==> src/rtl/pulse_detection_mc_if.sv <==
// Bus bundle for the multi-channel pulse detector: raw inputs and clears in,
// debounced level plus edge/event/glitch indications out.
interface pulse_detection_mc_if #(
  parameter int CHANNELS = 4
);
  logic [CHANNELS-1:0] d;
  logic [CHANNELS-1:0] event_clr;
  logic [CHANNELS-1:0] q;
  logic [CHANNELS-1:0] level;
  // `event` is a reserved word, so the sticky flag is carried as event_flag.
  logic [CHANNELS-1:0] event_flag;
  logic [CHANNELS-1:0] glitch;

  modport master (
    output d, event_clr,
    input  q, level, event_flag, glitch
  );

  modport slave (
    input  d, event_clr,
    output q, level, event_flag, glitch
  );
endinterface

==> src/rtl/pulse_detection_mc.sv <==
// Multi-channel debounced edge detector: per-channel synchronizer, stability
// filter, edge pulse, sticky event flag and rejected-change glitch pulse.
module pulse_detection_lane #(
  parameter int FILTER_CYCLES = 8,
  parameter int SYNC_STAGES   = 2,
  parameter int EDGE_MODE     = 0,
  parameter bit RESET_LEVEL   = 1'b1
) (
  input  logic clk,
  input  logic reset,
  input  logic d,
  input  logic event_clr,
  output logic q,
  output logic level,
  output logic event_flag,
  output logic glitch
);
  localparam int CNT_W = $clog2(FILTER_CYCLES + 1);
  localparam logic [CNT_W-1:0] CNT_LAST = CNT_W'(FILTER_CYCLES - 1);

  logic [SYNC_STAGES-1:0] sync_q, sync_d;
  logic [CNT_W-1:0]       cnt_q, cnt_d;
  logic level_q, level_d;
  logic q_q, q_d;
  logic event_q, event_d;
  logic glitch_q, glitch_d;
  logic s, differ, accept, edge_ok;

  always_comb begin
    sync_d   = {sync_q[SYNC_STAGES-2:0], d};
    s        = sync_q[SYNC_STAGES-1];
    differ   = (s != level_q);
    accept   = differ && (cnt_q == CNT_LAST);
    if (EDGE_MODE == 0)      edge_ok = ~s;
    else if (EDGE_MODE == 1) edge_ok = s;
    else                     edge_ok = 1'b1;
    // cnt only survives while the sample keeps disagreeing with level
    cnt_d    = '0;
    level_d  = level_q;
    if (accept)      level_d = s;
    else if (differ) cnt_d   = cnt_q + 1'b1;
    q_d      = accept && edge_ok;
    glitch_d = !differ && (cnt_q != '0);
    // a new pulse outranks a simultaneous clear
    event_d  = q_q | (event_q & ~event_clr);
  end

  always_ff @(posedge clk or posedge reset) begin
    if (reset) begin
      sync_q   <= {SYNC_STAGES{RESET_LEVEL}};
      cnt_q    <= '0;
      level_q  <= RESET_LEVEL;
      q_q      <= 1'b0;
      event_q  <= 1'b0;
      glitch_q <= 1'b0;
    end else begin
      sync_q   <= sync_d;
      cnt_q    <= cnt_d;
      level_q  <= level_d;
      q_q      <= q_d;
      event_q  <= event_d;
      glitch_q <= glitch_d;
    end
  end

  assign q          = q_q;
  assign level      = level_q;
  assign event_flag = event_q;
  assign glitch     = glitch_q;
endmodule

module pulse_detection_mc #(
  parameter int CHANNELS      = 4,
  parameter int FILTER_CYCLES = 8,
  parameter int SYNC_STAGES   = 2,
  parameter int EDGE_MODE     = 0,
  parameter bit RESET_LEVEL   = 1'b1
) (
  input  logic           clk,
  input  logic           reset,
  pulse_detection_mc_if.slave bus
);
  logic [CHANNELS-1:0] q_w, level_w, event_w, glitch_w;

  for (genvar c = 0; c < CHANNELS; c++) begin : g_lane
    pulse_detection_lane #(
      .FILTER_CYCLES (FILTER_CYCLES),
      .SYNC_STAGES   (SYNC_STAGES),
      .EDGE_MODE     (EDGE_MODE),
      .RESET_LEVEL   (RESET_LEVEL)
    ) u_lane (
      .clk        (clk),
      .reset      (reset),
      .d          (bus.d[c]),
      .event_clr  (bus.event_clr[c]),
      .q          (q_w[c]),
      .level      (level_w[c]),
      .event_flag (event_w[c]),
      .glitch     (glitch_w[c])
    );
  end

  assign bus.q          = q_w;
  assign bus.level      = level_w;
  assign bus.event_flag = event_w;
  assign bus.glitch     = glitch_w;
endmodule

==> src/flat_wrapper.sv <==
// flat-port wrapper written by rule: the top's interface ports become plain ports
module pulse_detection_mc_flat 
#(
  parameter int CHANNELS      = 4,
  parameter int FILTER_CYCLES = 8,
  parameter int SYNC_STAGES   = 2,
  parameter int EDGE_MODE     = 0,
  parameter bit RESET_LEVEL   = 1'b1
)
  (clk, reset, bus_d, bus_event_clr, bus_q, bus_level, bus_event_flag, bus_glitch);
  pulse_detection_mc_if #(.CHANNELS(CHANNELS)) bus_i ();
  input  logic clk;
  input  logic reset;
  input wire logic [$bits(bus_i.d)-1:0] bus_d;
  input wire logic [$bits(bus_i.event_clr)-1:0] bus_event_clr;
  output wire logic [$bits(bus_i.q)-1:0] bus_q;
  output wire logic [$bits(bus_i.level)-1:0] bus_level;
  output wire logic [$bits(bus_i.event_flag)-1:0] bus_event_flag;
  output wire logic [$bits(bus_i.glitch)-1:0] bus_glitch;
  assign bus_i.d = bus_d;
  assign bus_i.event_clr = bus_event_clr;
  assign bus_q = bus_i.q;
  assign bus_level = bus_i.level;
  assign bus_event_flag = bus_i.event_flag;
  assign bus_glitch = bus_i.glitch;
  pulse_detection_mc #(.CHANNELS(CHANNELS), .FILTER_CYCLES(FILTER_CYCLES), .SYNC_STAGES(SYNC_STAGES), .EDGE_MODE(EDGE_MODE), .RESET_LEVEL(RESET_LEVEL)) u_core (.clk(clk), .reset(reset), .bus(bus_i));
endmodule
==> config.mk <==
export PLATFORM = sky130hd
export DESIGN_NAME = pulse_detection_mc_flat
export DESIGN_NICKNAME = d
export VERILOG_FILES = /design/src/rtl/pulse_detection_mc_if.sv /design/src/rtl/pulse_detection_mc.sv /design/src/flat_wrapper.sv
export SDC_FILE = /design/constraint.sdc
export NUM_CORES = 1
export LEC_CHECK = 0
export ABC_AREA = 1
export CAP_MARGIN = 40
export CORE_MARGIN = 8
export CORE_UTILIZATION = 56
export CTS_CLUSTER_DIAMETER = 50
export CTS_CLUSTER_SIZE = 28
export DETAILED_ROUTE_END_ITERATION = 6
export PLACE_DENSITY = 0.83
export RECOVER_POWER = 100
export SLEW_MARGIN = 20
export SYNTH_ARGS = -nofsm -noshare
export SYNTH_HDL_FRONTEND = slang
export SYNTH_HIERARCHICAL = 1
export SYNTH_SLANG_ARGS = --single-unit
export TNS_END_PERCENT = 50
==> constraint.sdc <==
create_clock -name clk -period 2.79 [get_ports clk]
set_input_delay 0.279 -clock clk [delete_from_list [all_inputs] [get_ports clk]]
set_output_delay 0.279 -clock clk [all_outputs]
set_load 0.02 [all_outputs]
==> metrics.txt <==
# TYPE chip_impl_metric gauge
chip_impl_info{name="critPathLaunchType",value="register"} 1
chip_impl_metric{name="grt_first_pass_wirelength",unit="microns"} 5299
chip_impl_metric{name="io_pins",unit=""} 26
chip_impl_info{name="synth_top_area_cell",value="sky130_fd_sc_hd__dfrtp_1"} 1
chip_impl_metric{name="portBuffers",unit=""} 25
chip_impl_metric{name="grt_pass1_vias",unit=""} 1236
chip_impl_metric{name="dieArea",unit="sq um"} 4839
chip_impl_metric{name="number_of_antenna_violations_at_the_first_check_in_global_routing",unit=""} 0
chip_impl_metric{name="ant_nets",unit=""} 0
chip_impl_info{name="criticalPathCategory",value="register to output port"} 1
chip_impl_metric{name="routed-via-count",unit=""} 1133
chip_impl_info{name="most_numerous_cell_types_in_the_synthesized_netlist",value="32 x sky130_fd_sc_hd__inv_1, 28 x sky130_fd_sc_hd__dfrtp_1, 28 x sky130_fd_sc_hd__nand2_1, 20 x sky130_fd_sc_hd__nor2_1, 12 x sky130_fd_sc_hd__dfstp_2"} 1
chip_impl_metric{name="drtIter0Drc",unit=""} 56
chip_impl_metric{name="ys_ff_latch",unit=""} 40
chip_impl_metric{name="timing_worst_slew_pin_value",unit="ps"} 370.8
chip_impl_metric{name="clock-sinks",unit=""} 40
chip_impl_metric{name="cts-resized-gates",unit=""} 0
chip_impl_metric{name="fmaxAchievable",unit="MHz"} 530.5
chip_impl_metric{name="pwr_density_cell",unit="nW/um^2"} 782.3
chip_impl_metric{name="clk_pin_slew",unit="ps"} 120
chip_impl_metric{name="fin_hold_ws",unit="ps"} 358.3
chip_impl_info{name="critical_path.endpoint_type",value="output port"} 1
chip_impl_metric{name="async_flop_share",unit="%"} 100.0
chip_impl_metric{name="post-route-min-period",unit="ps"} 1885
chip_impl_metric{name="cts_htree_levels",unit=""} 2
chip_impl_metric{name="part_of_the_yosys_area_used_for_sequential_elements",unit="%"} 63.24
chip_impl_metric{name="cap_viol_max_count",unit=""} 0
chip_impl_metric{name="synth_enable_flop_cells",unit=""} 0
chip_impl_info{name="clk_root_buffer_cell",value="sky130_fd_sc_hd__clkbuf_4"} 1
chip_impl_metric{name="chipWidth",unit="microns"} 69.56
chip_impl_metric{name="critical_path_buf_inv_count",unit=""} 1
chip_impl_info{name="rsz0062_at_grt",value="false"} 1
chip_impl_metric{name="final-max-slew-violation-count",unit=""} 0
chip_impl_metric{name="gr_usage_total",unit="%"} 13.83
chip_impl_info{name="worst_path_dominant_cell_family",value="buffers and inverters"} 1
chip_impl_metric{name="dp_hpwl",unit="microns"} 2401
chip_impl_metric{name="routabilityCongestion",unit=""} 0.7904
chip_impl_metric{name="coreArea",unit="sq um"} 2734
chip_impl_metric{name="netlist.area_leader.share",unit="%"} 43.61
chip_impl_info{name="synth.most_common_cell",value="sky130_fd_sc_hd__inv_1"} 1
chip_impl_metric{name="detail_route.drc_violations",unit=""} 0
chip_impl_metric{name="antennaDiodeCount",unit=""} 0
chip_impl_metric{name="critPathRequiredTime",unit="ps"} 2510
chip_impl_info{name="clock_tree_from_tritoncts",value="built"} 1
chip_impl_metric{name="post_synth_instance_area",unit="sq um"} 1607
chip_impl_metric{name="clock_path_buffers",unit=""} 2
chip_impl_metric{name="worst-endpoint-arrival",unit="ps"} 1610
chip_impl_metric{name="post_cts.repair.setup_buffers",unit=""} 0
chip_impl_metric{name="power.clock.fraction",unit="%"} 17.8
chip_impl_metric{name="switchingPower",unit="uW"} 528.3
chip_impl_metric{name="area.growth.synth_to_final",unit="%"} 21.11
chip_impl_metric{name="setup_viol_count_final",unit=""} 0
chip_impl_metric{name="design.final.nets",unit=""} 210
chip_impl_metric{name="report.power.total",unit="uW"} 1522
chip_impl_metric{name="final-hold-violation-count",unit=""} 0
chip_impl_metric{name="drive_above_1_share",unit="%"} 7.772
chip_impl_metric{name="combPwrFrac",unit="%"} 28.2
chip_impl_metric{name="tritoncts.num_buffers",unit=""} 5
chip_impl_metric{name="holdBufCountCts",unit=""} 0
chip_impl_info{name="standard_cell_with_the_maximum_stage_delay_on_the_critical_path",value="sky130_fd_sc_hd__dlygate4sd3_1"} 1
chip_impl_metric{name="fp.dieH",unit="microns"} 69.56
chip_impl_metric{name="fin_tns_setup",unit="ps"} 0
chip_impl_metric{name="via_per_inst",unit=""} 5.058
chip_impl_info{name="outcome",value="finished, final reports clean"} 1
chip_impl_metric{name="sw_frac_of_total",unit="%"} 34.71
chip_impl_info{name="synth_top_cells_by_area",value="sky130_fd_sc_hd__dfrtp_1 44%, sky130_fd_sc_hd__dfstp_2 20%, sky130_fd_sc_hd__inv_1 7.5%, sky130_fd_sc_hd__nand2_1 6.5%, sky130_fd_sc_hd__ha_1 6.2%"} 1
chip_impl_metric{name="power_report.internal_total",unit="uW"} 993.9
chip_impl_metric{name="maximum_number_of_pins_on_one_net_before_global_route_repair",unit=""} 13
chip_impl_metric{name="syn_inst",unit=""} 160
chip_impl_metric{name="worst_skew_pair.late_latency",unit="ps"} 350
chip_impl_info{name="postSynth.topFlopCell",value="sky130_fd_sc_hd__dfrtp_1"} 1
chip_impl_metric{name="drt_wl_total",unit="microns"} 3037
chip_impl_metric{name="cp_slowest_stage_delay",unit="ps"} 680
chip_impl_metric{name="routed_wire_length_per_instance",unit="microns"} 13.56
chip_impl_metric{name="rows",unit=""} 19
chip_impl_metric{name="timing.max_slew.rel_slack",unit="%"} 75.25
chip_impl_metric{name="initial_utilization",unit="%"} 58.76
chip_impl_metric{name="critical_path_peak_fanout",unit=""} 4
chip_impl_metric{name="grt_overflow_total",unit=""} 0
chip_impl_metric{name="ys_warn_count",unit=""} 6
chip_impl_metric{name="relative_contribution_of_sequential_cells_to_total_power",unit="%"} 53.9
chip_impl_metric{name="drtPass1Iterations",unit=""} 4
chip_impl_metric{name="yosys.cell_types.count",unit=""} 12
chip_impl_info{name="hold_path.class",value="register to register"} 1
chip_impl_metric{name="postSynthNetCount",unit=""} 178
chip_impl_metric{name="syn_avg_cell_area",unit="sq um"} 10.04
chip_impl_metric{name="peakVddDrop",unit="mV"} 0.6225
chip_impl_metric{name="timing.clock.skew",unit="ps"} 24.29
chip_impl_metric{name="power.leakage",unit="uW"} 0.0009717
chip_impl_info{name="worstPathCellList",value="dlygate4sd3_1"} 1
chip_impl_metric{name="min_period_over_period",unit="%"} 67.56
[placed cells by master, fill, tap and decap left out, drive strengths merged]
master and count:
dfstp 12, clkinv 1, clkdlybuf4s50 4, nand2 28, nand4 4, o21ai 4, inv 32, nor2 20
dfrtp 28, o21bai 4, dlygate4sd3 21, a21oi 8, clkbuf 7, nand3 8, ha 8, xnor2 4
[per-stage QoR]
stage                     cell area, sq um  setup slack, ps  cells  utilization (%)
final                                 1946            905.0    224            71.17
after global routing                  1946            849.9    224            71.17
after CTS                             1946            955.5    224            71.17
after detailed placement              1896             1367    216            69.34
after global placement                1896             1376    216            69.34
after floorplan                       1607             1784    160                -
[sequential cells by signal, summed over array words and instances, names as in the netlist]
name	count
u_core/g_lane.u_lane/cnt_q	16
u_core/g_lane.u_lane/sync_q	8
u_core/g_lane.u_lane/event_flag	4
u_core/g_lane.u_lane/glitch	4
u_core/g_lane.u_lane/level	4
u_core/g_lane.u_lane/q	4
[layout make-up]
type / count / area [sq um]
tap: 31 / 38.79
fill: 201 / 788.3
multi-input combinational: 88 / 470.5
clock buffer: 7 / 45.04
clock inverter: 1 / 5.005
inverter: 32 / 120.1
sequential: 40 / 1016
timing repair buffer: 25 / 250.2
[per-layer routing]
layer | track usage, % | part of all wire (%) | up-vias
li1 | - | - | 557
met1 | 13.37 | 39 | 546
met2 | 24.69 | 53 | 25
met3 | 6.009 | 5.5 | 5
met4 | 6.150 | 1.9 | 0
met5 | 0 | 0 | -
[power groups by stage]
stage,clock [uW],sequential [uW],combinational (uW)
finish,271,821,430
detailed placement,0,833,458
global placement,0,815,423
global route,309,840,481
CTS,283,823,460
floorplan,0,869,222
[kinds of logic after synthesis]
kind of cell,after synthesis,share of synthesized area (%)
buffers and inverters,32,7.477
XOR/XNOR,4,2.180
flip-flops,40,63.24
AO/OA/AOI/OAI,16,5.608
adder cells (fa/ha/maj),8,6.231
AND/OR/NAND/NOR,60,15.26
[worst paths after layout]
path	startpoint	endpoint	slack, ps	depth (start not counted)
setup / recovery	u_core/g_lane[1].u_lane/level	bus_level[1]	910	1
hold / removal	u_core/g_lane[1].u_lane/sync_q[0]	u_core/g_lane[1].u_lane/sync_q[1]	360	0
setup reg to reg	u_core/g_lane[3].u_lane/cnt_q[0]	u_core/g_lane[3].u_lane/cnt_q[0]	1650	4
hold reg to reg	u_core/g_lane[1].u_lane/sync_q[0]	u_core/g_lane[1].u_lane/sync_q[1]	360	0
max in group asynchronous	reset	u_core/g_lane[3].u_lane/sync_q[0]	2030	2
min in group asynchronous	reset	u_core/g_lane[1].u_lane/cnt_q[3]	410	2
Note: power is estimated with default switching activity, not from simulation.
==> RTL edit 1, RTL diff (same flow settings) <==
`FILTER_CYCLES` is set to 8 in 3 places; all go to 16.
--- a/src/rtl/pulse_detection_mc.sv
+++ b/src/rtl/pulse_detection_mc.sv
@@ -3,3 +3,3 @@
 module pulse_detection_lane #(
-  parameter int FILTER_CYCLES = 8,
+  parameter int FILTER_CYCLES = 16,
   parameter int SYNC_STAGES   = 2,
@@ -73,3 +73,3 @@
   parameter int CHANNELS      = 4,
-  parameter int FILTER_CYCLES = 8,
+  parameter int FILTER_CYCLES = 16,
   parameter int SYNC_STAGES   = 2,
--- a/src/flat_wrapper.sv
+++ b/src/flat_wrapper.sv
@@ -4,3 +4,3 @@
   parameter int CHANNELS      = 4,
-  parameter int FILTER_CYCLES = 8,
+  parameter int FILTER_CYCLES = 16,
   parameter int SYNC_STAGES   = 2,
Function: no difference found for any inputs over 10 cycles, from zero or initial values and one cycle with reset high; that may be too few to reach the edited logic, so the function may still have changed.
==> RTL edit 1 against the original RTL <==
- area after synthesis up 17%
- worst setup slack better by 42 ps
- first-iteration DRC count down 59%
- final area up 14%
- clock skew down 23 ps
- sequential cell count up 4
- critical endpoint is now bus_level[0]
- wire length down 8.5%
Power is not compared: it rests on default switching activity, and its combinational part moved more than twofold at a synthesized area within 25%.
==> RTL edit 1: results (changes against the original RTL) <==
Critical Path AT 1560 ps (-50 ps); Critical R2R Launch u_core/g_lane[2].u_lane/cnt_q[0]$_DFF_PP0_; Worst Hold End u_core/g_lane[3].u_lane/sync_q[1]$_DFF_PP1_; syn_area_per_cell 9.83 sq um (-2.1%); Placed Area 0.00219 sq mm (+16%); status finished clean; Yosys cell types 17 (+5); pin count of the biggest net entering global routing 12 (-1); post-place setup slack 1370 ps (+5.13 ps); Nets 246 (+17%); worst-margin pin slew 398 ps (+27.5 ps); non-filler instance count after layout 268 (+20%); synth top area cells dfrtp_1 42%, dfstp_2 17%, ha_1 8.0%, inv_1 8.0%, nand2_1 5.6%; RR Endpoint u_core/g_lane[2].u_lane/cnt_q[3]$_DFF_PP0_; final core occ 0.674 (-0.0381); first-pass GRT wire length 4.96 mm (-6.4%); final wirelength 2.78 mm (-8.5%); Synth top cells by count 40 x inv_1, 32 x dfrtp_1, 28 x nand2_1; hpwl dp 2.17 mm (-9.4%); Seq/Total Area, Yosys 0.592 (-0.0409); Largest regs u_core/g_lane.u_lane/cnt_q x20, u_core/g_lane.u_lane/sync_q x8; GPL Wtd Cong 0.824 (+4.3%); Synthesized Nets 214 (+20%); detail-routed via count per cell 4.69 (-7.3%); clock latency on the worst-skew pair 320 ps (-30 ps); vias in the first global route 1272 (+2.9%); filler cell count 257 (+28%); GRT Util Overall 0.116 (-0.0219); Min Hold Slack 362 ps (+3.29 ps); Worst Path Max Fanout 3 (-1); drt first-iter violations 23 (-59%); R2R depth 7 (+3); Worst Skew 0.978 ps (-23.3 ps); layout cells sized above 1 0.131 (+0.0529)
RTL edit 1: cell types whose count changed after synthesis, sizes merged:
cell / before / now
a21oi: 8 / 4
nand2: 28 / 32
dfrtp: 28 / 32
ha: 8 / 12
nor3: 0 / 4
inv: 32 / 44
nor2: 20 / 28
RTL edit 1: how the worst max path moves through the flow:
stage / slack [ps] / end / from
CTS: 990 / bus_level[0] / u_core/g_lane[0].u_lane/level$_DFFE_PP1P_
finish: 950 / bus_level[0] / u_core/g_lane[0].u_lane/level$_DFFE_PP1P_
global route: 890 / bus_level[2] / u_core/g_lane[2].u_lane/level$_DFFE_PP1P_
detailed placement: 1370 / bus_level[0] / u_core/g_lane[0].u_lane/level$_DFFE_PP1P_
floorplan: 1530 / u_core/g_lane[0].u_lane/cnt_q[3]$_DFF_PP0_ / u_core/g_lane[0].u_lane/cnt_q[0]$_DFF_PP0_
global placement: 1390 / bus_level[0] / u_core/g_lane[0].u_lane/level$_DFFE_PP1P_
RTL edit 1: area by class of cell:
| type | instances | area share |
|---|---|---|
| sequential | 44 | 0.505 |
| multi-input combinational | 104 | 0.265 |
| timing repair buffer | 25 | 0.113 |
| inverter | 44 | 0.0747 |
| tap | 46 | 0.0260 |
| clock buffer | 5 | 0.0170 |
RTL edit 1: logic make-up after synthesis:
group	after synthesis	share of synthesized area
AND/OR/NAND/NOR	76	0.186
flip-flops	44	0.592
adder cells (fa/ha/maj)	12	0.0796
XOR/XNOR	4	0.0186
buffers and inverters	44	0.0875
AO/OA/AOI/OAI	12	0.0371
RTL edit 1: per-layer routing:
metal	track usage	share of wire	vias up
met2	0.208	0.49	26
li1	-	-	641
met4	0.0510	0.0076	0
met3	0.0404	0.074	2
met5	0	0	-
met1	0.120	0.43	588
==> RTL edit 2, RTL diff (config.mk and constraints unchanged) <==
Without the edit above. Make the reset (`reset`) synchronous in one clocked block.
--- a/src/rtl/pulse_detection_mc.sv
+++ b/src/rtl/pulse_detection_mc.sv
@@ -47,3 +47,3 @@
 
-  always_ff @(posedge clk or posedge reset) begin
+  always_ff @(posedge clk) begin
     if (reset) begin
Function: differs if reset is asserted again (counterexample within 10 cycles, from zero or initial values and one cycle with reset high); with reset held inactive, the same outputs for 10 cycles.
==> RTL edit 2 against the original RTL <==
- cell count is 13% higher
- final area is 1.8% lower
- area after synthesis is 3.7% lower
- first-iteration DRC count is 13% higher
- highest routed layer unchanged
- register-to-register slack hardly changed
- non-clock buffer count stayed put
- wire length is 3.8% lower
- sequential cell count stayed put
- worst setup slack better by 170 ps
- via count is 14% higher
- synthesized cell count is 18% higher
- sequential share of layout area is 10 points lower
Power is not compared: it rests on default switching activity, and its combinational part moved more than twofold at a synthesized area within 25%.
==> RTL edit 2: results (changes against the original RTL) <==
GR Util met1 0.130 (-0.00338); asr flop ratio synth 0 (-1.00); ys flop type dfxtp_1; detail-routed via count per cell 5.10 (+0.89%); Routed WL per cell 11.6 um (-14%); grt met3 use 0.0679 (+0.00777); first-pass GRT wire length 5.02 mm (-5.2%); Synth top cells by count 40 x dfxtp_1, 36 x nand2_1, 32 x inv_1; hpwl dp 2.18 mm (-9.2%); hold path cells 1 (+1); syn_area_per_cell 8.23 sq um (-18%); final wirelength 2.92 mm (-3.8%); status finished clean; root buf cell clkbuf_4; vias in the first global route 1238 (+0.16%); filler cell count 211 (+5.0%); global routing usage on met2 0.268 (+0.0214); Rel. slew slack 0.671 (-0.0811); GPL Wtd Cong 0.774 (-2.0%); Worst Skew 5.25 ps (-19.0 ps); Critical Path AT 1430 ps (-180 ps); GRT Util Overall 0.144 (+0.00596); First-pass DRT Iterations 5 (+1); Worst Path Max Fanout 3 (-1); synth top area cells dfxtp_1 52%, nand2_1 8.7%, inv_1 7.8%, ha_1 6.5%, nor2_1 5.8%; drt first-iter violations 63 (+13%); pin count of the biggest net entering global routing 17 (+4)
## RTL edit 2: layer usage
layer / up-vias / share of wire
li1: 645 / -
met1: 598 / 0.39
met2: 37 / 0.51
met3: 6 / 0.085
met4: 0 / 0.018
met5: - / 0
## RTL edit 2: worst paths after layout
| check | start | endpoint | slack, ps |
|---|---|---|---|
| worst max-delay path | u_core/g_lane[0].u_lane/level$_SDFFE_PP1P_ | bus_level[0] | 1080 |
| worst min-delay path | u_core/g_lane[3].u_lane/sync_q[0]$_SDFF_PP1_ | u_core/g_lane[3].u_lane/sync_q[1]$_SDFF_PP1_ | 410 |
| worst max register to register | u_core/g_lane[3].u_lane/cnt_q[0]$_SDFF_PP0_ | u_core/g_lane[3].u_lane/cnt_q[0]$_SDFF_PP0_ | 1650 |
| worst min register to register | u_core/g_lane[3].u_lane/sync_q[0]$_SDFF_PP1_ | u_core/g_lane[3].u_lane/sync_q[1]$_SDFF_PP1_ | 410 |
## RTL edit 2: cells by family after synthesis
group	after synthesis	share of synthesized area
compound gates	8	0.0259
xor+xnor	4	0.0227
fa+ha+maj	8	0.0647
buf+inv	32	0.0777
flops	40	0.518
simple gates	96	0.291
## RTL edit 2: power breakdown
| part | internal, mW | switching [mW] |
|---|---|---|
| registers | 0.579 | 0.00412 |
| clock network | 0.238 | 0.184 |
| logic | 0.0210 | 0.0197 |
## RTL edit 2: worst reg2reg max path, delay by kind of cell (launching register included)
kind	cells	cell delay, ps
flops	1	430
simple gates	3	360
fa+ha+maj	1	260
## RTL edit 2: layout make-up
class,count,area [sq um],share of cell area
clock buffers,7,65.1,0.0341
flip-flops and latches,40,801,0.419
well taps,31,38.8,0.0203
inverters,32,120,0.0629
multi-input cells,116,606,0.317
repair buffers,25,250,0.131
clock inverters,1,30.0,0.0157
## RTL edit 2: per-stage QoR
step | setup WS, ps | util | cell area [sq um]
after detailed placement | 1250 | 0.683 | 1840
after floorplan | 1860 | - | 1550
after global placement | 1310 | 0.683 | 1840
after global routing | 1000 | 0.711 | 1910
after CTS | 1100 | 0.719 | 1930
final | 1080 | 0.711 | 1910
